--- config.mk ---
export PLATFORM = sky130hd
export DESIGN_NAME = lb_test_ctrl_flat
export DESIGN_NICKNAME = d
export VERILOG_FILES = /design/src/rtl/lb_test_ctrl_if.sv /design/src/rtl/lb_test_ctrl.sv /design/src/flat_wrapper.sv
export SDC_FILE = /design/constraint.sdc
export NUM_CORES = 1
export LEC_CHECK = 0
export ABC_AREA = 1
export BUFFER_PORTS_ARGS = -buffer_cell sky130_fd_sc_hd__clkbuf_2
export CAP_MARGIN = 20
export CORE_ASPECT_RATIO = 0.6
export CORE_MARGIN = 5
export CORE_UTILIZATION = 38
export DETAILED_ROUTE_END_ITERATION = 7
export HOLD_SLACK_MARGIN = 0.15
export PLACE_DENSITY_LB_ADDON = 0.05
export SYNTH_ARGS = -nofsm -noshare
export SYNTH_HDL_FRONTEND = slang
export SYNTH_SLANG_ARGS = --single-unit
export TNS_END_PERCENT = 50
--- constraint.sdc ---
create_clock -name clk_i -period 7.3 [get_ports clk_i]
set_input_delay 0.73 -clock clk_i [delete_from_list [all_inputs] [get_ports clk_i]]
set_output_delay 0.73 -clock clk_i [all_outputs]
set_load 0.02 [all_outputs]
--- src/rtl/lb_test_ctrl_if.sv ---
// Loopback tester attachment: PRBS/RX reset controls out, tester counters and latency in.
// Latency: none, wiring only.
// Backpressure: none; level signals sampled every cycle.
interface lb_test_ctrl_if #(
  parameter int LAT_W = 8
);
  logic             prbs_rst_o;
  logic             rx_rstb_o;
  logic [1:0]       lb_mode_o;
  logic [63:0]      lb_correct_bits_i;
  logic [63:0]      lb_total_bits_i;
  logic [LAT_W-1:0] lb_latency_i;

  // Sequencer side drives the resets/mode and watches the tester.
  modport master (
    output prbs_rst_o, rx_rstb_o, lb_mode_o,
    input  lb_correct_bits_i, lb_total_bits_i, lb_latency_i
  );

  // Loopback tester side.
  modport slave (
    input  prbs_rst_o, rx_rstb_o, lb_mode_o,
    output lb_correct_bits_i, lb_total_bits_i, lb_latency_i
  );
endinterface

--- src/rtl/lb_test_ctrl.sv ---
// PRBS loopback BER run sequencer: RESET -> SETTLE -> ALIGN -> MEASURE -> DONE with pass/fail vs threshold.
// Latency: start to done_o is at least 1+RST_CYCLES+SETTLE_CYCLES+STABLE_CYCLES+1 cycles; all outputs registered.
// Backpressure: none; start_i honoured only in IDLE/DONE, abort_i wins everywhere. Option macro: LB_TEST_CTRL_STALL_DET_EN.
module lb_test_ctrl #(
  parameter int RST_CYCLES    = 16,
  parameter int SETTLE_CYCLES = 1024,
  parameter int STABLE_CYCLES = 64,
  parameter int ALIGN_TIMEOUT = 4096,
  parameter int LAT_W         = 8
) (
  input  logic        clk_i,
  input  logic        rst_i,
  input  logic        start_i,
  input  logic        abort_i,
  input  logic [63:0] n_bits_i,
  input  logic [63:0] err_thresh_i,
  lb_test_ctrl_if.master lb,
  output logic        busy_o,
  output logic        done_o,
  output logic        pass_o,
  output logic        timeout_o,
  output logic [63:0] err_count_o,
  output logic [2:0]  state_o
);

  typedef enum logic [2:0] {
    S_IDLE    = 3'd0,
    S_RESET   = 3'd1,
    S_SETTLE  = 3'd2,
    S_ALIGN   = 3'd3,
    S_MEASURE = 3'd4,
    S_DONE    = 3'd5
  } state_t;

  localparam logic [31:0] LP_RST_LAST    = 32'(RST_CYCLES - 1);
  localparam logic [31:0] LP_SETTLE_LAST = 32'(SETTLE_CYCLES - 1);
  localparam logic [31:0] LP_STABLE      = 32'(STABLE_CYCLES);
  localparam logic [31:0] LP_TIMEOUT     = 32'(ALIGN_TIMEOUT);

  state_t           r_state, w_state_nxt;
  // Phase counter: cycle count in RESET/SETTLE, timeout count in ALIGN, stall count in MEASURE.
  logic [31:0]      r_cnt, w_cnt_nxt;
  logic [31:0]      r_stable, w_stable_nxt;
  logic [LAT_W-1:0] r_prev_lat;
  logic [63:0]      r_n_bits, w_n_bits_nxt;
  logic [63:0]      r_thresh, w_thresh_nxt;
  logic             r_pass, w_pass_nxt;
  logic             r_timeout, w_timeout_nxt;
  logic [63:0]      r_err, w_err_nxt;
  logic             r_prbs_rst, w_prbs_rst_nxt;
  logic             r_rx_rstb, w_rx_rstb_nxt;
  logic [1:0]       r_lb_mode, w_lb_mode_nxt;
  logic             r_busy, w_busy_nxt;
  logic             r_done, w_done_nxt;

  logic [63:0]      w_err_calc;
  logic [31:0]      w_stable_inc;
  logic [31:0]      w_to_inc;

  // Error count saturates at zero if the tester ever reports more correct than total bits.
  assign w_err_calc   = (lb.lb_total_bits_i >= lb.lb_correct_bits_i) ?
                        (lb.lb_total_bits_i - lb.lb_correct_bits_i) : 64'd0;
  // Any latency change restarts the run of stable cycles at 1.
  assign w_stable_inc = (lb.lb_latency_i != r_prev_lat) ? 32'd1 : (r_stable + 32'd1);
  assign w_to_inc     = r_cnt + 32'd1;

`ifdef LB_TEST_CTRL_STALL_DET_EN
  logic [63:0] r_prev_total;
  logic [31:0] w_stall_inc;
  assign w_stall_inc = (lb.lb_total_bits_i != r_prev_total) ? 32'd0 : (r_cnt + 32'd1);

  // Track the tester's total-bit count to spot a stalled measurement.
  always_ff @(posedge clk_i) begin
    if (rst_i) r_prev_total <= '0;
    else       r_prev_total <= lb.lb_total_bits_i;
  end
`endif

  // Next-state, counters, results and the registered output image of the next state.
  always_comb begin
    w_state_nxt   = r_state;
    w_cnt_nxt     = r_cnt;
    w_stable_nxt  = r_stable;
    w_n_bits_nxt  = r_n_bits;
    w_thresh_nxt  = r_thresh;
    w_pass_nxt    = r_pass;
    w_timeout_nxt = r_timeout;
    w_err_nxt     = r_err;

    case (r_state)
      S_IDLE, S_DONE: begin
        if (start_i) begin
          w_state_nxt   = S_RESET;
          w_cnt_nxt     = '0;
          w_n_bits_nxt  = n_bits_i;
          w_thresh_nxt  = err_thresh_i;
          w_pass_nxt    = 1'b0;
          w_timeout_nxt = 1'b0;
          w_err_nxt     = '0;
        end
      end
      S_RESET: begin
        if (r_cnt == LP_RST_LAST) begin
          w_state_nxt = S_SETTLE;
          w_cnt_nxt   = '0;
        end else begin
          w_cnt_nxt = r_cnt + 32'd1;
        end
      end
      S_SETTLE: begin
        if (r_cnt == LP_SETTLE_LAST) begin
          w_state_nxt  = S_ALIGN;
          w_cnt_nxt    = '0;
          w_stable_nxt = '0;
        end else begin
          w_cnt_nxt = r_cnt + 32'd1;
        end
      end
      S_ALIGN: begin
        w_stable_nxt = w_stable_inc;
        w_cnt_nxt    = w_to_inc;
        // Lock is tested first so it wins a same-cycle timeout.
        if (w_stable_inc == LP_STABLE) begin
          w_state_nxt = S_MEASURE;
          w_cnt_nxt   = '0;
        end else if (w_to_inc == LP_TIMEOUT) begin
          w_state_nxt   = S_DONE;
          w_timeout_nxt = 1'b1;
          w_pass_nxt    = 1'b0;
          w_err_nxt     = '0;
        end
      end
      S_MEASURE: begin
`ifdef LB_TEST_CTRL_STALL_DET_EN
        w_cnt_nxt = w_stall_inc;
`endif
        if (lb.lb_total_bits_i >= r_n_bits) begin
          w_state_nxt   = S_DONE;
          w_err_nxt     = w_err_calc;
          w_pass_nxt    = (w_err_calc <= r_thresh);
          w_timeout_nxt = 1'b0;
        end
`ifdef LB_TEST_CTRL_STALL_DET_EN
        else if (w_stall_inc == 32'd256) begin
          w_state_nxt   = S_DONE;
          w_err_nxt     = w_err_calc;
          w_pass_nxt    = 1'b0;
          w_timeout_nxt = 1'b1;
        end
`endif
      end
      default: w_state_nxt = S_IDLE;
    endcase

    if (abort_i) begin
      w_state_nxt   = S_IDLE;
      w_cnt_nxt     = '0;
      w_pass_nxt    = 1'b0;
      w_timeout_nxt = 1'b0;
      w_err_nxt     = '0;
    end

    w_prbs_rst_nxt = (w_state_nxt == S_IDLE) || (w_state_nxt == S_RESET);
    w_rx_rstb_nxt  = ~w_prbs_rst_nxt;
    w_busy_nxt     = (w_state_nxt == S_RESET) || (w_state_nxt == S_SETTLE) ||
                     (w_state_nxt == S_ALIGN) || (w_state_nxt == S_MEASURE);
    w_done_nxt     = (w_state_nxt == S_DONE);
    case (w_state_nxt)
      S_ALIGN:   w_lb_mode_nxt = 2'b01;
      S_MEASURE: w_lb_mode_nxt = 2'b10;
      S_DONE:    w_lb_mode_nxt = 2'b11;
      default:   w_lb_mode_nxt = 2'b00;
    endcase
  end

  // State, counters, latched run parameters and registered outputs.
  always_ff @(posedge clk_i) begin
    if (rst_i) begin
      r_state    <= S_IDLE;
      r_cnt      <= '0;
      r_stable   <= '0;
      r_prev_lat <= '0;
      r_n_bits   <= '0;
      r_thresh   <= '0;
      r_pass     <= 1'b0;
      r_timeout  <= 1'b0;
      r_err      <= '0;
      r_prbs_rst <= 1'b1;
      r_rx_rstb  <= 1'b0;
      r_lb_mode  <= 2'b00;
      r_busy     <= 1'b0;
      r_done     <= 1'b0;
    end else begin
      r_state    <= w_state_nxt;
      r_cnt      <= w_cnt_nxt;
      r_stable   <= w_stable_nxt;
      r_prev_lat <= lb.lb_latency_i;
      r_n_bits   <= w_n_bits_nxt;
      r_thresh   <= w_thresh_nxt;
      r_pass     <= w_pass_nxt;
      r_timeout  <= w_timeout_nxt;
      r_err      <= w_err_nxt;
      r_prbs_rst <= w_prbs_rst_nxt;
      r_rx_rstb  <= w_rx_rstb_nxt;
      r_lb_mode  <= w_lb_mode_nxt;
      r_busy     <= w_busy_nxt;
      r_done     <= w_done_nxt;
    end
  end

  assign lb.prbs_rst_o = r_prbs_rst;
  assign lb.rx_rstb_o  = r_rx_rstb;
  assign lb.lb_mode_o  = r_lb_mode;
  assign busy_o        = r_busy;
  assign done_o        = r_done;
  assign pass_o        = r_pass;
  assign timeout_o     = r_timeout;
  assign err_count_o   = r_err;
  assign state_o       = r_state;

endmodule

--- src/flat_wrapper.sv ---
// flat-port wrapper written by rule: the top's interface ports become plain ports
module lb_test_ctrl_flat 
#(
  parameter int RST_CYCLES    = 16,
  parameter int SETTLE_CYCLES = 1024,
  parameter int STABLE_CYCLES = 64,
  parameter int ALIGN_TIMEOUT = 4096,
  parameter int LAT_W         = 8
)
  (clk_i, rst_i, start_i, abort_i, n_bits_i, err_thresh_i, busy_o, done_o, pass_o, timeout_o, err_count_o, state_o, lb_prbs_rst_o, lb_rx_rstb_o, lb_lb_mode_o, lb_lb_correct_bits_i, lb_lb_total_bits_i, lb_lb_latency_i);
  lb_test_ctrl_if #(.LAT_W(LAT_W)) lb_i ();
  input  logic clk_i;
  input  logic rst_i;
  input  logic start_i;
  input  logic abort_i;
  input  logic [63:0] n_bits_i;
  input  logic [63:0] err_thresh_i;
  output logic busy_o;
  output logic done_o;
  output logic pass_o;
  output logic timeout_o;
  output logic [63:0] err_count_o;
  output logic [2:0] state_o;
  output wire logic [$bits(lb_i.prbs_rst_o)-1:0] lb_prbs_rst_o;
  output wire logic [$bits(lb_i.rx_rstb_o)-1:0] lb_rx_rstb_o;
  output wire logic [$bits(lb_i.lb_mode_o)-1:0] lb_lb_mode_o;
  input wire logic [$bits(lb_i.lb_correct_bits_i)-1:0] lb_lb_correct_bits_i;
  input wire logic [$bits(lb_i.lb_total_bits_i)-1:0] lb_lb_total_bits_i;
  input wire logic [$bits(lb_i.lb_latency_i)-1:0] lb_lb_latency_i;
  assign lb_prbs_rst_o = lb_i.prbs_rst_o;
  assign lb_rx_rstb_o = lb_i.rx_rstb_o;
  assign lb_lb_mode_o = lb_i.lb_mode_o;
  assign lb_i.lb_correct_bits_i = lb_lb_correct_bits_i;
  assign lb_i.lb_total_bits_i = lb_lb_total_bits_i;
  assign lb_i.lb_latency_i = lb_lb_latency_i;
  lb_test_ctrl #(.RST_CYCLES(RST_CYCLES), .SETTLE_CYCLES(SETTLE_CYCLES), .STABLE_CYCLES(STABLE_CYCLES), .ALIGN_TIMEOUT(ALIGN_TIMEOUT), .LAT_W(LAT_W)) u_core (.clk_i(clk_i), .rst_i(rst_i), .start_i(start_i), .abort_i(abort_i), .n_bits_i(n_bits_i), .err_thresh_i(err_thresh_i), .lb(lb_i), .busy_o(busy_o), .done_o(done_o), .pass_o(pass_o), .timeout_o(timeout_o), .err_count_o(err_count_o), .state_o(state_o));
endmodule
# Word-level counts from Yosys, hierarchy flattened
# Index checks and enable logic that the tools add are counted.
# totals
ff_bits,275
output_inout_bits,75
# op_classes
addsub,3
order_cmp,3
eq_ne,20
n_mux,32
bitwise,1
reduce_logical,15
# op_table
operator,n
$mux 64,5
$mux 32,6
$pmux 64 s3,1
$ge 64x64->1,2
$pmux 32 s4,1
$add 32x1->32 const B,2
$le 64x64->1,1
$pmux 32 s2,1
$sub 64x64->64,1
$eq 32x10->1 const B,1
$eq 32x13->1 const B,1
$eq 32x4->1 const B,1
$eq 32x7->1 const B,1
$mux 3,7
$pmux 3 s5,1
$eq 3x2->1 const B,4
$eq 3x3->1 const B,4
$ne 8x8->1,1
$mux 1,7
$eq 3x1->1 const B,2
$logic_not 3->1,2
$ne 2x1->1 const B,3
$pmux 1 s3,2
$pmux 2 s3,1
9 further kinds,16

# Longest topological paths before layout
# Gate-level depths: netlist (run 1).
# logic_depth
ltp_word,10
ltp_mapped,28
depth_no_buf,28

# Worst setup path before layout (run 1)
# Ideal clock, no wire load.
# synth_path
path_type,input to register
from,input port lb_lb_total_bits_i[0]
to,register u_core.r_pass (netlist: u_core.pass_o)
setup_time_ns,0.132
arrival_time_ns,3.901
t_required_ns,7.168
setup_slack_ns,3.267
cell_stages,27
n_path_buf,1
cell_sequence,inv_1 ha_1 inv_1 fa_1 inv_1 o21ai_1 a21oi_1 o21ai_2 nand2_1 nand3_2 nand2_1 nand3_2 inv_2 buf_2 nor2_1 ha_1 nand2_1 inv_1 nand3_1 nor4_1 inv_1 nor4_1 nand2_1 nand2_1 nand2_1 nand2_1 a21oi_1
# synth_between
elab_chain_len,5
# synth_lines
element,line_no,rtl
from (decl),flat_wrapper.sv:28,input wire logic [$bits(lb_i.lb_total_bits_i)-1:0] lb_lb_total_bits_i;
$sub 64x64->64 / $ge 64x64->1 (equally long branches),"lb_test_ctrl.sv:62, lb_test_ctrl.sv:61",
$mux 64,lb_test_ctrl.sv:61,assign w_err_calc = (lb.lb_total_bits_i >= lb.lb_correct_bits_i) ?
$le 64x64->1,lb_test_ctrl.sv:140,w_pass_nxt = (w_err_calc <= r_thresh);
$mux 1,lb_test_ctrl.sv:137,if (lb.lb_total_bits_i >= r_n_bits) begin
$pmux 1 s3,lb_test_ctrl.sv:90,case (r_state)
to (signal assigned),lb_test_ctrl.sv:200,r_pass <= w_pass_nxt;
to (decl),lb_test_ctrl.sv:47,"logic r_pass, w_pass_nxt;"
# Parallel ways exist; a longest one is shown, timed or not. The select of a mux whose other input is x is not followed.
# A chain may end at the register's enable or synchronous reset.

# Worst setup path in the final report (run 1)
# Same ends and word-level chain as after synthesis.

==> impl_metrics.toml, run 1 <==
[status]
status = "finished clean"

[setup_path]
reg2reg_to = "u_core.err_count_o[42]"
reg2regPathDepth = 15
timing.rr.start = "u_core.r_n_bits[47]"
worstPathMaxFanout = 27
end_kind = "register"
rrSetupSlack_ns = 3.37
critPathKind = "input pin to register"
cp.required_ns = 7.73
cp.arrival_ns = 5.41
start_kind = "input pin"

[logic_synthesis]
yosysWarnings = 0
synthCells = 3290
synth_seq_cells = 275
async_reset_ff_share_pct = 0
synth_fa_ha_area_share_pct = 12.0
synth_top_flop_cell = "dfxtp_1"
synth-simple-area-share_pct = 30.3
synth-compound-area-share_pct = 17.4
yosysSeqAreaShare_pct = 27.0
synth_top_family_by_area = "simple AND/OR/NAND/NOR gates"
syn_nets = 3753
synth.distinct_cells = 43
synth.cell_area_um2 = 20400
synth.area.mux_share_pct = 0
syn_avg_cell_area_um2 = 6.21
synth_enable_flop_cells = 0
synth_xor_area_share_pct = 1.67

[drt]
vias_per_cell = 5.10
ant_nets = 0
wl_mm = 76.6
detail_route.wl_per_cell_um = 17.8
vias = 22000
drc = 0
drt-initial-drc-count = 1841
drt-pass1-iter-count = 6

[floorplan]
dieArea_um2 = 58600
pin_count = 343
start_util_pct = 38.6
std_cell_rows = 65
core_um2 = 52900
die_h_um = 190
dieWidth_um = 309

[place]
dp_slack_ns = 1.79
dp.cells = 4252
gp_routability_congestion = 0.964
post-dp-hpwl_mm = 63.0
place_area_um2 = 22700
io_buffers = 342

[final_layout]
fin_nets = 4045
multiInputGateArea_um2 = 12600
num-fill-cells = 5774
layout_commonest_cell = "nand2_1"
fin_area_um2 = 23800
seqCellArea_um2 = 5510
area.growth.synth_to_final_pct = 16.6
drive_gt1_share_pct = 12.9
final_cell_mix = "841 x nand2_1, 505 x inv_1, 384 x a21oi_1, 342 x clkbuf_2, 321 x nor2_1"
fin_cells = 4309
diodes = 0

[timing]
tightest_slew_ns = 0.974
setup_ws_ns = 2.32
final.setup.tns_ns = 0
min_period_ns = 4.98
finalSetupViolations = 0
max_freq_mhz = 201
rsz0062_at_grt = "no"
relSlewSlack_pct = 35.1
report.final.hold_viol_count = 0
min_period_over_period_pct = 68.2
finClkSkew_ns = 0.0156
slew_violations = 0

[clock_tree]
post_cts_resized = 0
cts_made_buffers = 30
cts_tree = "done"
htreeDepth = 1
post_cts.repair.setup_buffers = 0
clk_pin_slew_worst_paths_ns = 0.07
clock-sinks = 275
root_buffer = "clkbuf_16"
cts_max_path_buffers = 3
hold_buffers = 0
clk_latency_ns = 0.58

[worst_hold_path]
hold_start = "lb_lb_latency_i[0]"
hold_path_end = "u_core.r_prev_lat[0]"
holdPathStages = 3
hold_class = "input pin to register"

[power_and_ir_drop]
power_uw = 4350
peakVddDrop_uv = 194
power.leakage_uw = 0.0114
p_per_area_nw_per_um2 = 183

[global_routing]
antenna_found_initial = 0
grt_max_degree = 97
first_global_vias = 20700
grt_pass1_wl_mm = 117
grtUsageTotal_pct = 25.2
overflow = 0

[job]
drv_cap = 0
==> Yosys cell counts, drive strengths merged, types with 11 or more instances <==
| cell type | instances | area, um2 |
|---|---|---|
| inv | 512 | 1920 |
| ha | 194 | 2430 |
| a21o | 14 | 105 |
| nor2 | 335 | 1310 |
| buf | 23 | 161 |
| nand3 | 182 | 936 |
| nand4 | 53 | 332 |
| nor3 | 30 | 150 |
| xnor2 | 11 | 96.3 |
| nand2 | 844 | 3170 |
| o21ai | 220 | 1100 |
| or2 | 27 | 169 |
| o21bai | 13 | 97.6 |
| clkbuf | 72 | 270 |
| a31oi | 12 | 75.1 |
| nor4 | 14 | 87.6 |
| dfxtp | 275 | 5510 |
| xor2 | 28 | 245 |
| a21oi | 385 | 1930 |
==> worst max-delay path by stage <==
stage / startpoint / cells after the start / endpoint / slack [ns]
2_1_floorplan: lb_lb_total_bits_i[0] / 27 / u_core.pass_o / 3.27
3_3_place_gp: lb_lb_total_bits_i[0] / 28 / u_core.pass_o / 1.81
3_5_place_dp: lb_lb_total_bits_i[0] / 28 / u_core.pass_o / 1.79
4_1_cts: lb_lb_total_bits_i[0] / 28 / u_core.pass_o / 2.41
5_1_grt: lb_lb_total_bits_i[0] / 28 / u_core.pass_o / 1.90
6_report: lb_lb_total_bits_i[0] / 28 / u_core.pass_o / 2.32
==> worst max-delay path, stage by stage <==
cell and delay, ns:
clkbuf_2 0.08, inv_1 0.07, ha_1 0.26, inv_1 0.08, fa_1 0.42, inv_1 0.09
o21ai_1 0.10, a21oi_1 0.33, o21ai_2 0.16, nand2_1 0.11, nand3_2 0.14, nand2_1 0.12
nand3_2 0.47, buf_4 0.44, nand3_1 0.11, clkinv_1 0.08, ha_1 0.30, nand2_1 0.06
inv_1 0.06, nand3_1 0.09, nor3_1 0.23, a21oi_1 0.15, o21ai_0 0.40, nand2_1 0.09
nand2_1 0.07, nand2_1 0.04, nand2_1 0.05, a21oi_1 0.06
==> registers in the layout (all words and copies together), names as in the netlist, 2 cells and up <==
signal               count
u_core.err_count_o      64
u_core.r_prev_lat        8
u_core.r_n_bits         64
u_core.r_cnt            32
u_core.state_o           3
u_core.lb.lb_mode_o      2
u_core.r_thresh         64
u_core.r_stable         32
==> where the power goes <==
part | leakage (uW) | switching (uW) | internal, uW
combinational | 0.00860 | 716 | 377
sequential | 0.00225 | 15.4 | 1560
clock | 0.000519 | 695 | 985
==> layer usage <==
layer / up-vias / routed length [um] / track usage [%]
met5: - / 0 / 0
met4: 0 / 1480 / 4.51
met2: 662 / 30400 / 36.8
met1: 10000 / 39000 / 38.9
met3: 82 / 5710 / 4.26
li1: 11200 / - / -
==> cell families after synthesis <==
kind of cell,Yosys count
AO/OA/AOI/OAI,676
buffers and inverters,615
adder cells (fa/ha/maj),195
flip-flops,275
XOR/XNOR,39
AND/OR/NAND/NOR,1490
==> per-stage QoR <==
stage               utilization (%)  hold WS, ns
finish                         45.1        0.374
global route                   45.1        0.356
CTS                            45.0        0.337
detailed placement             43.0        0.450
global placement               42.9        0.444
floorplan                         -        0.433
==> layout make-up <==
| cell class | instances | area share (%) |
|---|---|---|
| inverters | 520 | 8.20 |
| clock buffers | 37 | 3.48 |
| clock inverters | 19 | 1.01 |
| flip-flops and latches | 275 | 23.1 |
| multi-input cells | 2400 | 52.7 |
| repair buffers | 355 | 7.77 |
| well taps | 703 | 3.69 |
No activity file was read; power rests on OpenSTA's default activity.
==> run 2: changes to the inputs <==
==> constraint.sdc (replaced) <==
create_clock -name clk_i -period 4.6 [get_ports clk_i]
set_input_delay 0.46 -clock clk_i [delete_from_list [all_inputs] [get_ports clk_i]]
set_output_delay 0.46 -clock clk_i [all_outputs]
set_load 0.02 [all_outputs]
==> impl_metrics.toml, run 2 (same netlist as run 1, synthesis figures left out) <==
[floorplan]
dieArea_um2 = 58600
pin_count = 343
die_h_um = 190
start_util_pct = 38.6
std_cell_rows = 65
dieWidth_um = 309
core_um2 = 52900

[drt]
drt-initial-drc-count = 1782
vias = 22300
ant_nets = 0
vias_per_cell = 5.07
detail_route.wl_per_cell_um = 17.7
drt-pass1-iter-count = 5
drc = 0
wl_mm = 78.2

[status]
status = "finished clean"

[setup_path]
cp.arrival_ns = 4.49
end_kind = "register"
timing.rr.start = "u_core.r_stable[0]"
critPathKind = "input pin to register"
reg2reg_to = "u_core.r_cnt[13]"
reg2regPathDepth = 18
worstPathMaxFanout = 32
rrSetupSlack_ns = 0.73
start_kind = "input pin"
cp.required_ns = 5.05

[clock_tree]
cts_made_buffers = 30
post_cts_resized = 0
root_buffer = "clkbuf_16"
htreeDepth = 1
clk_latency_ns = 0.59
clock-sinks = 275
clk_pin_slew_worst_paths_ns = 0.07
cts_tree = "done"
cts_max_path_buffers = 3

[final_layout]
final_cell_mix = "841 x nand2_1, 505 x inv_1, 384 x a21oi_1, 342 x clkbuf_2, 321 x nor2_1"
fin_nets = 4142
layout_commonest_cell = "nand2_1"
area.growth.synth_to_final_pct = 20.9
drive_gt1_share_pct = 13.2

[worst_hold_path]
holdPathStages = 3
hold_class = "input pin to register"
hold_start = "err_thresh_i[42]"
hold_path_end = "u_core.r_thresh[42]"

[timing]
finClkSkew_ns = 0.0271
min_period_ns = 4.04
max_freq_mhz = 247
finalSetupViolations = 0
slew_violations = 0
report.final.hold_viol_count = 0
rsz0062_at_grt = "no"
relSlewSlack_pct = 35.4
min_period_over_period_pct = 87.9
tightest_slew_ns = 0.967
final.setup.tns_ns = 0

[job]
drv_cap = 0

[global_routing]
first_global_vias = 21100
overflow = 0
antenna_found_initial = 0
grt_max_degree = 91
grtUsageTotal_pct = 25.6
grt_pass1_wl_mm = 120

[place]
gp_routability_congestion = 0.957
io_buffers = 342
post-dp-hpwl_mm = 63.9

[power_and_ir_drop]
p_per_area_nw_per_um2 = 278
peakVddDrop_uv = 284
power_uw = 6870
power.leakage_uw = 0.0118
==> run 2: changes by cell type in the layout (fill, tap and decap cells not counted), moves of 3 or more <==
cell / before / now
buf_12: 0 / 4
buf_4: 11 / 36
clkbuf_8: 3 / 6
clkinvlp_4: 4 / 1
dlygate4sd3_1: 0 / 69
==> run 2: worst max path at each step <==
stage	startpoint	end	slack [ns]	depth (start not counted)
after detailed placement	lb_lb_total_bits_i[0]	u_core.pass_o	0.05	28
final	lb_lb_total_bits_i[0]	u_core.pass_o	0.56	28
after global routing	lb_lb_total_bits_i[0]	u_core.pass_o	0.20	28
after global placement	lb_lb_total_bits_i[0]	u_core.pass_o	0.06	28
after CTS	lb_lb_total_bits_i[0]	u_core.pass_o	0.65	28
after floorplan	lb_lb_total_bits_i[0]	u_core.pass_o	0.84	27
==> run 2: critical path: stages <==
cell and delay, ns:
clkbuf_2 0.08, inv_1 0.08, ha_1 0.24, inv_1 0.07, fa_1 0.42, inv_1 0.09, o21ai_1 0.10, a21oi_1 0.26
o21ai_2 0.14, nand2_1 0.10, nand3_2 0.11, nand2_1 0.11, nand3_2 0.13, buf_4 0.28, nand3_1 0.11, clkinv_1 0.08
ha_1 0.30, nand2_1 0.06, inv_1 0.07, nand3_1 0.09, nor3_1 0.22, a21oi_1 0.16, o21ai_0 0.38, nand2_1 0.09
nand2_1 0.08, nand2_1 0.05, nand2_1 0.05, a21oi_1 0.06
==> run 2: area by class of cell <==
class,count,area (um2)
multi-input cells,2400,12600
repair buffers,452,2780
clock inverters,13,161
fillers,5636,28200
inverters,520,1950
flip-flops and latches,275,5510
clock buffers,41,852
diodes,1,2.50
well taps,703,880
==> run 2: routing by layer <==
| layer | track usage (%) | share of wire [%] |
|---|---|---|
| met1 | 39.9 | 52 |
| met2 | 38.2 | 40 |
| met3 | 3.67 | 6.2 |
| met4 | 3.56 | 1.4 |
| met5 | 0 | 0 |
==> run 2: power breakdown <==
part | internal (uW) | leakage, uW | switching (uW)
logic | 667 | 0.00903 | 1150
clock network | 1460 | 0.000500 | 1080
registers | 2480 | 0.00225 | 25.2
==> run 2: what timing repair did <==
| item | in CTS | in global routing |
|---|---|---|
| hold endpoints to repair | 71 | 0 |
| hold buffers | 69 | 0 |
| setup buffers | 0 | 0 |
==> run 2: stage by stage <==
stage	area, um2	hold slack, ns	setup WS, ns	utilization (%)	cells
after global placement	23000	0.445	0.0631	43.4	4280
after CTS	24700	0.151	0.655	46.7	4403
final	24700	0.183	0.556	46.7	4405
after detailed placement	23000	0.455	0.0517	43.4	4280
after floorplan	20400	0.433	0.837	-	3290
after global routing	24700	0.168	0.195	46.7	4404
==> run 3: changes to the inputs <==
==> constraint.sdc (replaced) <==
create_clock -name clk_i -period 4.1 [get_ports clk_i]
set_input_delay 0.41 -clock clk_i [delete_from_list [all_inputs] [get_ports clk_i]]
set_output_delay 0.41 -clock clk_i [all_outputs]
set_load 0.02 [all_outputs]
==> impl_metrics.toml, run 3 (same netlist as run 1, synthesis figures left out) <==
[power_and_ir_drop]
power_uw = 8300
peakVddDrop_uv = 299
power.leakage_uw = 0.0131
p_per_area_nw_per_um2 = 308

[place]
io_buffers = 342
post-dp-hpwl_mm = 65.2
gp_routability_congestion = 0.965

[clock_tree]
clock-sinks = 275
root_buffer = "clkbuf_16"
cts_tree = "done"
htreeDepth = 1
clk_pin_slew_worst_paths_ns = 0.07
post_cts.repair.setup_buffers = 0
clk_latency_ns = 0.60
cts_max_path_buffers = 3
cts_made_buffers = 30

[timing]
min_period_ns = 3.78
finalSetupViolations = 0
report.final.hold_viol_count = 0
finClkSkew_ns = 0.0287
final.setup.tns_ns = 0
min_period_over_period_pct = 92.2
relSlewSlack_pct = 39.5
rsz0062_at_grt = "no"
slew_violations = 0
max_freq_mhz = 265
tightest_slew_ns = 0.905

[drt]
drt-initial-drc-count = 1958
vias = 23300
drt-pass1-iter-count = 5
vias_per_cell = 4.98
wl_mm = 79.5
detail_route.wl_per_cell_um = 17.0
ant_nets = 0
drc = 0

[final_layout]
diodes = 0
layout_commonest_cell = "nand2_1"
area.growth.synth_to_final_pct = 32.0
final_cell_mix = "841 x nand2_1, 505 x inv_1, 383 x a21oi_1, 342 x clkbuf_2, 321 x nor2_1"
drive_gt1_share_pct = 18.4
fin_nets = 4415
fin_util_pct = 51.0
num-fill-cells = 5502

[floorplan]
dieWidth_um = 309
std_cell_rows = 65
core_um2 = 52900
pin_count = 343
die_h_um = 190
dieArea_um2 = 58600
start_util_pct = 38.6

[global_routing]
grt_pass1_wl_mm = 122
antenna_found_initial = 0
overflow = 0
first_global_vias = 22000
grt_max_degree = 68
grtUsageTotal_pct = 26.1

[setup_path]
rrSetupSlack_ns = 0.57
cp.arrival_ns = 4.25
end_kind = "register"
reg2regPathDepth = 15
worstPathMaxFanout = 5
cp.required_ns = 4.57
reg2reg_to = "u_core.state_o[2]"
critPathKind = "input pin to register"
start_kind = "input pin"
crit_end = "u_core.pass_o"
timing.rr.start = "u_core.r_cnt[8]"
setup.worst_path.start = "lb_lb_total_bits_i[0]"

[worst_hold_path]
hold_class = "input pin to register"
hold_start = "err_thresh_i[3]"

[status]
status = "finished clean"

[job]
drv_cap = 0
## run 3: cell types whose count changed in the layout (fill, tap and decap cells not counted), moves of 3 or more
| cell | delta |
|---|---|
| bufinv_16 | +3 |
| dlygate4sd3_1 | +42 |
| clkbuf_1 | -3 |
| clkbuf_8 | -4 |
| buf_4 | +230 |
| clkinv_4 | +3 |
## run 3: layer usage
metal	share of wire [%]	global-route usage (%)	wire, um
met3	6.6	4.33	5280
met5	0	0	0
met2	40	39.1	31900
met1	51	39.7	40900
met4	1.9	4.51	1500
## run 3: where the power goes
part | internal, uW | switching, uW | total [uW] | leakage [uW]
logic | 1040 | 1380 | 2430 | 0.0104
registers | 2780 | 28.5 | 2810 | 0.00225
clock network | 1800 | 1260 | 3060 | 0.000537
total | 5630 | 2670 | 8300 | 0.0131
## run 3: how the worst min path moves through the flow
stage | to | slack (ns) | depth (start not counted)
2_1_floorplan | u_core.r_n_bits[10] | 0.43 | 2
3_3_place_gp | u_core.r_n_bits[25] | 0.45 | 2
3_5_place_dp | u_core.r_n_bits[2] | 0.45 | 2
4_1_cts | u_core.r_thresh[20] | 0.15 | 3
5_1_grt | u_core.r_thresh[47] | 0.18 | 3
6_report | u_core.r_thresh[3] | 0.19 | 3
## run 3: through the flow
stage | cells | area [um2] | setup WS, ns | hold slack [ns]
after global placement | 4510 | 24700 | -0.257 | 0.446
after global routing | 4679 | 27000 | 0.00154 | 0.183
after floorplan | 3290 | 20400 | 0.387 | 0.433
after detailed placement | 4510 | 24700 | -0.247 | 0.452
after CTS | 4677 | 26900 | 0.345 | 0.155
final | 4679 | 27000 | 0.322 | 0.190
## run 3: critical path: stages
cell and delay, ns:
clkbuf_2 0.08, inv_1 0.05, ha_1 0.21, inv_1 0.07, fa_1 0.22, inv_1 0.07, o21ai_1 0.17, a21oi_1 0.12
buf_4 0.15, o21bai_1 0.29, nand4_1 0.14, nand2_1 0.29, nand3_1 0.17, a21oi_1 0.17, nor2_1 0.08, ha_1 0.29
nand2_1 0.06, nor3_1 0.28, nand3_1 0.23, nor4_1 0.27, buf_4 0.15, nand2_1 0.04, nand2_1 0.05, nand2_1 0.05
nand2_1 0.05, a21oi_1 0.06
## run 3: timing repair
item                       in CTS  in global routing
hold endpoints to repair      114                  0
hold buffers                  111                  0
setup endpoints to repair       0                  1
gates resized for setup         0                  5
## run 3: final cells by class
| cell class | count | area [um2] | share of cell area, % |
|---|---|---|---|
| tap | 703 | 880 | 3.26 |
| timing repair buffer | 725 | 4950 | 18.3 |
| clock inverter | 21 | 287 | 1.06 |
| multi-input combinational | 2400 | 12600 | 46.7 |
| clock buffer | 35 | 811 | 3.01 |
| inverter | 520 | 1950 | 7.24 |
| sequential | 275 | 5510 | 20.4 |
